<file path="config.mk">
export PLATFORM = sky130hd
export DESIGN_NAME = cp0_exc_sequencer
export DESIGN_NICKNAME = d
export VERILOG_FILES = /design/src/rtl/cp0_exc_sequencer_pkg.sv /design/src/rtl/cp0_exc_sequencer_sync.sv /design/src/rtl/cp0_exc_sequencer.sv
export SDC_FILE = /design/constraint.sdc
export NUM_CORES = 1
export LEC_CHECK = 0
export CORE_UTILIZATION = 43
export CTS_CLUSTER_SIZE = 24
export DETAILED_ROUTE_END_ITERATION = 8
export GPL_TIMING_DRIVEN = 0
export PLACE_DENSITY_LB_ADDON = 0.15
export SLEW_MARGIN = 30
export SYNTH_ARGS = -nofsm -noshare
export SYNTH_HDL_FRONTEND = slang
export SYNTH_SLANG_ARGS = --single-unit
</file>
<file path="constraint.sdc">
create_clock -name clk -period 3.21 [get_ports clk]
set_input_delay 0.963 -clock clk [delete_from_list [all_inputs] [get_ports clk]]
set_output_delay 0.963 -clock clk [all_outputs]
set_load 0.02 [all_outputs]
</file>
<file path="src/rtl/cp0_exc_sequencer_pkg.sv">
// ---------------------------------------------------------------------------
// cp0_exc_sequencer_pkg
//   Shared definitions for the commit-stage exception sequencer:
//   - EXC_CAUSE_* exception codes (same values as Exception.v)
//   - CP0 register addresses
//   - Status register bit positions
//   - Sequencer state encoding
//   - Latched commit record and the interrupt-take helper
// ---------------------------------------------------------------------------
package cp0_exc_sequencer_pkg;

   // Exception codes (Cause.ExcCode). NOP is an out-of-band "no exception" marker.
   localparam logic [4:0] EXC_CAUSE_INT  = 5'h00;
   localparam logic [4:0] EXC_CAUSE_MOD  = 5'h01;
   localparam logic [4:0] EXC_CAUSE_TLBL = 5'h02;
   localparam logic [4:0] EXC_CAUSE_TLBS = 5'h03;
   localparam logic [4:0] EXC_CAUSE_ADEL = 5'h04;
   localparam logic [4:0] EXC_CAUSE_ADES = 5'h05;
   localparam logic [4:0] EXC_CAUSE_IBE  = 5'h06;
   localparam logic [4:0] EXC_CAUSE_DBE  = 5'h07;
   localparam logic [4:0] EXC_CAUSE_SYS  = 5'h08;
   localparam logic [4:0] EXC_CAUSE_BP   = 5'h09;
   localparam logic [4:0] EXC_CAUSE_RI   = 5'h0A;
   localparam logic [4:0] EXC_CAUSE_CPU  = 5'h0B;
   localparam logic [4:0] EXC_CAUSE_OV   = 5'h0C;
   localparam logic [4:0] EXC_CAUSE_TR   = 5'h0D;
   localparam logic [4:0] EXC_CAUSE_NOP  = 5'h1F;

   // CP0 register addresses
   localparam logic [4:0] CP0_ADDR_BADVADDR = 5'd8;
   localparam logic [4:0] CP0_ADDR_COUNT    = 5'd9;
   localparam logic [4:0] CP0_ADDR_COMPARE  = 5'd11;
   localparam logic [4:0] CP0_ADDR_STATUS   = 5'd12;
   localparam logic [4:0] CP0_ADDR_CAUSE    = 5'd13;
   localparam logic [4:0] CP0_ADDR_EPC      = 5'd14;

   // Status bit positions
   localparam int STATUS_IE_BIT  = 0;
   localparam int STATUS_EXL_BIT = 1;
   localparam int STATUS_IM_LO   = 10;
   localparam int STATUS_IM_HI   = 15;

   // Sequencer state encoding
   localparam logic [2:0] SEQ_IDLE     = 3'd0;
   localparam logic [2:0] SEQ_ENTRY    = 3'd1;
   localparam logic [2:0] SEQ_ERET     = 3'd2;
   localparam logic [2:0] SEQ_FLUSH    = 3'd3;
   localparam logic [2:0] SEQ_REDIRECT = 3'd4;

   // Information captured from the winning commit in IDLE
   typedef struct packed {
      logic [31:0] pc;
      logic        in_ds;
      logic [4:0]  cause;
   } commit_latch_t;

   // An interrupt is taken when any enabled line is pending, interrupts are
   // globally enabled and we are not already at exception level.
   function automatic logic int_take_f(input logic [5:0] lines,
                                       input logic [5:0] im,
                                       input logic       ie,
                                       input logic       exl);
      return (|(lines & im)) & ie & ~exl;
   endfunction

endpackage

</file>
<file path="src/rtl/cp0_exc_sequencer_sync.sv">
// ---------------------------------------------------------------------------
// cdc_sync2
//   Parameterized-width two-flop synchronizer with asynchronous active-low
//   reset. Each bit is synchronized independently (no bus coherency).
// Ports:
//   clk     in  1      destination clock
//   resetn  in  1      asynchronous active-low reset
//   i_d     in  WIDTH  asynchronous input
//   o_q     out WIDTH  synchronized output, 2-cycle latency
// ---------------------------------------------------------------------------
module cdc_sync2 #(
   parameter int WIDTH = 6
) (
   input  logic             clk,
   input  logic             resetn,
   input  logic [WIDTH-1:0] i_d,
   output logic [WIDTH-1:0] o_q
);

   logic [WIDTH-1:0] r_meta;
   logic [WIDTH-1:0] r_sync;

   always_ff @(posedge clk or negedge resetn) begin
      if (!resetn) begin
         r_meta <= '0;
         r_sync <= '0;
      end else begin
         r_meta <= i_d;
         r_sync <= r_meta;
      end
   end

   assign o_q = r_sync;

endmodule

</file>
<file path="src/rtl/cp0_exc_sequencer.sv">
// ---------------------------------------------------------------------------
// cp0_exc_sequencer
//   Commit-stage exception/interrupt sequencer in front of CP0. Picks one of
//   {interrupt, committing exception, ERET}, pulses CP0's exception or ERET
//   inputs for one cycle, holds o_flush for FLUSH_CYCLES cycles, then offers
//   the redirect target (handler vector or EPC) to fetch with valid/ready.
// Ports:
//   clk, resetn             clock, asynchronous active-low reset
//   i_commit_valid/cause/pc/in_ds/eret   committing instruction info
//   i_int_raw [5:0]         raw asynchronous interrupt lines
//   i_cp0_status, i_cp0_epc CP0 Status and EPC
//   o_cp0_int               synchronized interrupt lines to CP0
//   o_cp0_except_cause/current_pc/in_ds/eret   CP0 exception/ERET inputs
//   o_stall_commit          hold commit stage (state != IDLE)
//   o_flush                 kill younger instructions
//   o_redirect_valid/pc, i_redirect_ready       redirect handshake to fetch
// ---------------------------------------------------------------------------
module cp0_exc_sequencer
   import cp0_exc_sequencer_pkg::*;
#(
   parameter logic [31:0] EXC_VECTOR   = 32'hBFC0_0380,
   parameter int unsigned FLUSH_CYCLES = 2
) (
   input  logic        clk,
   input  logic        resetn,
   input  logic        i_commit_valid,
   input  logic [4:0]  i_commit_cause,
   input  logic [31:0] i_commit_pc,
   input  logic        i_commit_in_ds,
   input  logic        i_commit_eret,
   input  logic [5:0]  i_int_raw,
   input  logic [31:0] i_cp0_status,
   input  logic [31:0] i_cp0_epc,
   output logic [5:0]  o_cp0_int,
   output logic [4:0]  o_cp0_except_cause,
   output logic [31:0] o_cp0_current_pc,
   output logic        o_cp0_in_ds,
   output logic        o_cp0_eret,
   output logic        o_stall_commit,
   output logic        o_flush,
   output logic        o_redirect_valid,
   output logic [31:0] o_redirect_pc,
   input  logic        i_redirect_ready
);

   localparam logic [3:0] FLUSH_LOAD = 4'(FLUSH_CYCLES);

   logic [2:0]    r_state;
   logic [2:0]    w_state_next;
   logic [3:0]    r_flush_cnt;
   logic [3:0]    w_flush_cnt_next;
   commit_latch_t r_latch;
   commit_latch_t w_latch_next;
   logic [31:0]   r_target;
   logic [31:0]   w_target_next;
   logic [5:0]    w_int_sync;
   logic          w_int_take;
   logic          w_unused_status_bits;

   cdc_sync2 #(.WIDTH(6)) u_int_sync (
      .clk    (clk),
      .resetn (resetn),
      .i_d    (i_int_raw),
      .o_q    (w_int_sync)
   );

   assign w_int_take = int_take_f(w_int_sync,
                                  i_cp0_status[STATUS_IM_HI:STATUS_IM_LO],
                                  i_cp0_status[STATUS_IE_BIT],
                                  i_cp0_status[STATUS_EXL_BIT]);

   // Status fields this block does not look at
   assign w_unused_status_bits = ^{i_cp0_status[31:16], i_cp0_status[9:2]};

   always_comb begin
      w_state_next     = r_state;
      w_flush_cnt_next = r_flush_cnt;
      w_latch_next     = r_latch;
      w_target_next    = r_target;
      case (r_state)
         SEQ_IDLE: begin
            // Interrupts only get in on a valid commit so EPC is a real PC
            if (i_commit_valid) begin
               if (w_int_take) begin
                  w_latch_next = '{pc: i_commit_pc, in_ds: i_commit_in_ds,
                                   cause: EXC_CAUSE_INT};
                  w_state_next = SEQ_ENTRY;
               end else if (i_commit_cause != EXC_CAUSE_NOP) begin
                  w_latch_next = '{pc: i_commit_pc, in_ds: i_commit_in_ds,
                                   cause: i_commit_cause};
                  w_state_next = SEQ_ENTRY;
               end else if (i_commit_eret) begin
                  w_state_next = SEQ_ERET;
               end
            end
         end
         SEQ_ENTRY: begin
            // Entered even with EXL=1; CP0 itself decides not to overwrite EPC
            w_target_next    = EXC_VECTOR;
            w_flush_cnt_next = FLUSH_LOAD;
            w_state_next     = SEQ_FLUSH;
         end
         SEQ_ERET: begin
            // EPC sampled in the same cycle CP0 sees the ERET pulse
            w_target_next    = i_cp0_epc;
            w_flush_cnt_next = FLUSH_LOAD;
            w_state_next     = SEQ_FLUSH;
         end
         SEQ_FLUSH: begin
            // <= 1 also guards against a zero load leaving us stuck
            if (r_flush_cnt <= 4'd1) begin
               w_flush_cnt_next = 4'd0;
               w_state_next     = SEQ_REDIRECT;
            end else begin
               w_flush_cnt_next = r_flush_cnt - 4'd1;
            end
         end
         SEQ_REDIRECT: begin
            if (i_redirect_ready) begin
               w_state_next = SEQ_IDLE;
            end
         end
         default: begin
            w_state_next = SEQ_IDLE;
         end
      endcase
   end

   always_ff @(posedge clk or negedge resetn) begin
      if (!resetn) begin
         r_state     <= SEQ_IDLE;
         r_flush_cnt <= 4'd0;
         r_latch     <= '{pc: 32'd0, in_ds: 1'b0, cause: EXC_CAUSE_NOP};
         r_target    <= 32'd0;
      end else begin
         r_state     <= w_state_next;
         r_flush_cnt <= w_flush_cnt_next;
         r_latch     <= w_latch_next;
         r_target    <= w_target_next;
      end
   end

   // Outputs decode directly from registered state so reset clears them at once
   assign o_cp0_int          = w_int_sync;
   assign o_cp0_except_cause = (r_state == SEQ_ENTRY) ? r_latch.cause : EXC_CAUSE_NOP;
   assign o_cp0_current_pc   = r_latch.pc;
   assign o_cp0_in_ds        = r_latch.in_ds;
   assign o_cp0_eret         = (r_state == SEQ_ERET);
   assign o_stall_commit     = (r_state != SEQ_IDLE);
   assign o_flush            = (r_state == SEQ_FLUSH);
   assign o_redirect_valid   = (r_state == SEQ_REDIRECT);
   assign o_redirect_pc      = r_target;

endmodule

</file>
After elaboration in Yosys (flattened, before gate mapping)

Index checks and enable logic that the tools add are counted.
Widths: inputs -> output; s select.

Bits in registers: 89
Output and inout port bits: 80
Logic and storage cells: 45
Input port bits: 113

Add/sub/neg operators: 1
Muxes and demuxes: 13
Reduce and logical (&&, ||, !) cells: 9
$lt $le $gt $ge: 1
Equality and inequality tests: 9
Bitwise logic cells: 4

Operators by type and width:

| kind                | number |
|---|---|
| $mux 38             | 2 |
| $pmux 32 s2         | 1 |
| $mux 3              | 6 |
| $pmux 3 s4          | 1 |
| $pmux 4 s2          | 1 |
| $and 6x6->6         | 1 |
| $eq 3x2->1 const B  | 2 |
| $reduce_bool 2->1   | 3 |
| $reduce_or 6->1     | 1 |
| $mux 5              | 1 |
| $ne 5x5->1 const B  | 1 |
| $le 4x1->1 const B  | 1 |
| $mux 4              | 1 |
| $ne 2x1->1 const B  | 2 |
| $ne 4x4->1 const B  | 1 |
| $reduce_and 4->1    | 1 |
| $sub 4x1->4 const B | 1 |
| $eq 3x1->1 const B  | 1 |
| $eq 3x3->1 const B  | 1 |
| $logic_not 3->1     | 1 |
| $reduce_and 3->1    | 1 |
| $reduce_bool 3->1   | 1 |
| $and 1x1->1         | 2 |
| $ne 2x2->1 const B  | 1 |
| 2 further kinds     | 2 |

Logic depth before layout (Yosys ltp)

Depth in word-level cells: 7
Gate-level depth with buffers: 6
Gate-level depth less buffers: 5

By module

From an unflattened synthesis, not the netlist that was laid out.

Cell total of the unflattened synthesis: 263
Area total of the unflattened synthesis: 3636.0 um2

By module, submodules not included:

| module            | cells an instance | area an instance (um2) | instances | seq. area each (um2) |
|---|---|---|---|---|
| cp0_exc_sequencer | 251               | 3335.7                 | 1         | 1933.1 |
| cdc_sync2         | 12                | 300.3                  | 1         | 300.3 |

Least setup slack after synthesis

No wires, ideal clock.

Kind: in2reg
Start: input i_cp0_status[10]
End: register r_latch (netlist bit o_cp0_current_pc[10])
Arrival time: 2.114 ns
Slack: 0.971 ns
Cell stages on the path: 5
Cell sequence: a22oi_1 -> a31oi_2 -> o21ai_4 -> buf_6 -> mux2_4

Longest elaborated chain between the ends: 6
Elaborated cells between the ends (all ways): 7
Those cells by class: 1 x mux; 3 x bitwise; 3 x reduce/logical

RTL lines:

| element                            | line                        | source |
|---|---|---|
| start, declared                    | cp0_exc_sequencer.sv:32     | `input logic [31:0] i_cp0_status,` |
| $and 6x6->6 (*)                    | cp0_exc_sequencer_pkg.sv:63 | `return (\|(lines & im)) & ie & ~exl;` |
| $reduce_or 6->1 (*)                | cp0_exc_sequencer_pkg.sv:63 |  |
| $and 1x1->1 (*) (2 in series)      | cp0_exc_sequencer_pkg.sv:63 |  |
| $reduce_bool 2->1 (no source line) | -                           |  |
| $reduce_and 3->1 (no source line)  | -                           |  |
| end signal, assigned               | cp0_exc_sequencer.sv:133    | `r_latch <= '{pc: 32'd0, in_ds: 1'b0, cause: EXC_CAUSE_NOP};` |
| end signal, assigned               | cp0_exc_sequencer.sv:138    | `r_latch <= w_latch_next;` |
| end, declared                      | cp0_exc_sequencer.sv:52     | `commit_latch_t r_latch;` |

Every way passes the cells marked *; elsewhere a longest branch is shown, timed or not.
A chain may end at the register's enable or synchronous reset.

Worst setup path in the final report

Start: register r_state[0]
End: output o_cp0_eret

Longest elaborated chain between the ends: 1

RTL lines:

| element                | line                     | source |
|---|---|---|
| start, declared        | cp0_exc_sequencer.sv:48  | `logic [2:0] r_state;` |
| start signal, assigned | cp0_exc_sequencer.sv:136 | `r_state <= w_state_next;` |
| $eq 3x2->1             | cp0_exc_sequencer.sv:148 | `assign o_cp0_eret = (r_state == SEQ_ERET);` |
| end, declared          | cp0_exc_sequencer.sv:38  | `output logic o_cp0_eret,` |

Every way passes these cells.

==> qor.txt <==
Min Tclk post-route -> 3030 ps
Grt total ovfl -> 0
Post-Syn Area -> 3730 µm²
Worst Clk Skew -> 10.8 ps
Unrepaired setup endpoints after global routing -> no
Syn Nets -> 381
Leakage -> 2.59 nW
FF+latch count, synth -> 89
Initial core utilization -> 44.9%
CTS Buffer Depth -> 2
I/O pin count -> 193
Slew HR -> 63.5%
Peak VDD IR -> 517 µV
Mapped Avg Cell Area -> 14.0 µm²
Die Ht -> 95.1 µm
Die W -> 95.1 µm
Worst hold path cell count -> 0
Final WL -> 8910 µm
TNS Setup -> 0 ps
Crit path buffers/inverters -> 2
Fmax -> 330 MHz
DR vias -> 2703
Busiest grt layer -> met2
Fill cells -> 620
NumNets Final -> 560
CTS tree -> done
Number of buffers created by CTS -> 9
# H-tree levels -> 3
DRC Markers -> 0
Power, Total -> 0.00556 W
Initial antenna violation count -> 0
N_diodes -> 0
Final Slew Violations -> 0
CP arrival -> 2060 ps
Std cell rows -> 33
Hold_ws -> 358 ps
Number of I/O port buffers -> 168
CP Launch Type -> flop
Share of post-route cells with drive strength above 1 -> 21.6%
EDFF count, synth -> 0
Worst-path cell chain -> nor2_1 > nand2_1 > inv_1 > clkdlybuf4s50_1
Die area -> 9040 µm²
CP Depth -> 4
CTS sink count -> 89
Crit-path slowest cell -> clkdlybuf4s50_1
Setup violations, final -> 0
Asr flop ratio synth -> 100%
CP Capture Type -> output pin
Most common cell after layout, fill and taps aside -> clkdlybuf4s50_1
GR met1 Demand/Resource -> 25.8%
Worst-path clk slew -> 90 ps
Kind of critical path -> reg2out
Clock Latency Late Sink -> 350 ps
Clock Tree Root -> clkbuf_8
Post-DP HPWL -> 6560 µm
Ys flop type -> dfrtp_1
CORE AREA -> 8300 µm²
Met2 GRT Util -> 32.4%
Post-Synthesis Cells -> 266
Cell family with the largest share of critical-path delay -> buffers and inverters
Worst Hold Class -> reg2reg
Final non-filler cell total -> 554
Post-route ant nets -> 0
Layout Area Growth over Synthesis -> 55.6%
Sequential cell area fraction in the yosys report -> 59.9%
Final worst-path cycle share -> 94.3%
Cell variety after synth -> 34
Maximum fanout along the worst path -> 14
Vias/cell -> 4.88
Worst-Margin Slew -> 543 ps
Initial drt markers -> 64
Placed cell count -> 540
Largest net degree at the start of global routing -> 51
Cell count of the worst reg-to-reg path -> 5
Synth Warn # -> 0
GRT met3 Usage -> 6.94%
First-pass GRT wire length -> 13900 µm
Final GP Congestion -> 0.765
WL/cell -> 16.1 µm
Max-Cap Viols -> 0
Final Hold Fails -> 0
Slowest stage delay, CP -> 690 ps
Cell Pwr Density -> 959 nW/µm²
Vias in the first global route -> 2842
Req. time, crit path -> 2250 ps
Status -> complete, no violations
Total GRT Usage -> 20.5%
Pre-antenna DRT Iters -> 4
Commonest cells after routing, fill and taps aside -> clkdlybuf4s50_1 (167), dfrtp_1 (84), buf_4 (33)
==> layout make-up <==
| cell class | count | area [µm²] | area share, % |
|---|---|---|---|
| Clock inverter | 4 | 76.3 | 1.32 |
| Buffer | 41 | 300 | 5.18 |
| Clock buffer | 11 | 151 | 2.61 |
| Tap cell | 105 | 131 | 2.27 |
| Inverter | 5 | 18.8 | 0.324 |
| Multi-Input combinational cell | 130 | 1170 | 20.3 |
| Timing Repair Buffer | 169 | 1710 | 29.5 |
| Sequential cell | 89 | 2230 | 38.5 |
==> where the power goes <==
part / total, W / internal (W) / switching, W
registers: 0.00184 / 0.00158 / 0.000264
logic: 0.00285 / 0.00161 / 0.00125
clock network: 0.000866 / 0.000479 / 0.000388
==> synth_stat cells (all sizes together), types with 3 or more instances <==
library cell	instances	share of area, %
o21ai	10	1.6
dfstp	5	3.5
and3	3	0.50
nor2	9	1.3
a22o	23	5.4
buf	36	7.6
nand2	5	0.50
o22a	12	2.8
mux2	33	13
clkbuf	6	0.60
dfrtp	84	56
nand2b	7	1.2
a21oi	8	1.1
inv	5	0.50
a22oi	3	0.60
==> final timing paths <==
kind                                   endpoint                 start  slack (ps)
max                                  o_cp0_eret            r_state[0]         180
min                           u_int_sync.o_q[3]  u_int_sync.r_meta[3]         360
max reg2reg                o_cp0_current_pc[10]     u_int_sync.o_q[3]        1290
min reg2reg                   u_int_sync.o_q[3]  u_int_sync.r_meta[3]         360
max in group asynchronous            r_latch[3]                resetn        2080
min in group asynchronous        r_flush_cnt[3]                resetn         510
==> flip-flops by register name, summed over array words and instances (netlist names) <==
name               count
r_latch                5
r_state                3
o_redirect_pc         32
o_cp0_current_pc      32
u_int_sync.o_q         6
u_int_sync.r_meta      6
o_cp0_in_ds            1
r_flush_cnt            4
==> per-stage QoR <==
step	instance area, µm²	utilization (%)	setup slack, ps
2_1_floorplan	3730	-	971
3_3_place_gp	5540	66.7	-2050
3_5_place_dp	5570	67.1	264
4_1_cts	5800	69.8	154
5_1_grt	5800	69.8	50.9
6_report	5800	69.8	184
==> logic make-up after synthesis <==
family	share of synthesized area, %
AOI/OAI and AO/OA	12.7
adders and majority gates	0.671
buffers and inverters	8.66
DFF	59.9
muxes	12.7
and+or+nand+nor	5.34
==> repair_timing <==
action                     in CTS  in global routing
buffers inserted                0                  0
resized for setup               1                  0
hold buffers                    0                  0
setup endpoints to repair       6                  0
==> metal layers <==
metal / up-vias / part of all wire [%]
li1: 1275 / -
met1: 1309 / 42
met2: 104 / 48
met3: 15 / 7.8
met4: 0 / 2.5
met5: - / 0
Note: power is estimated with default switching activity, not from simulation.
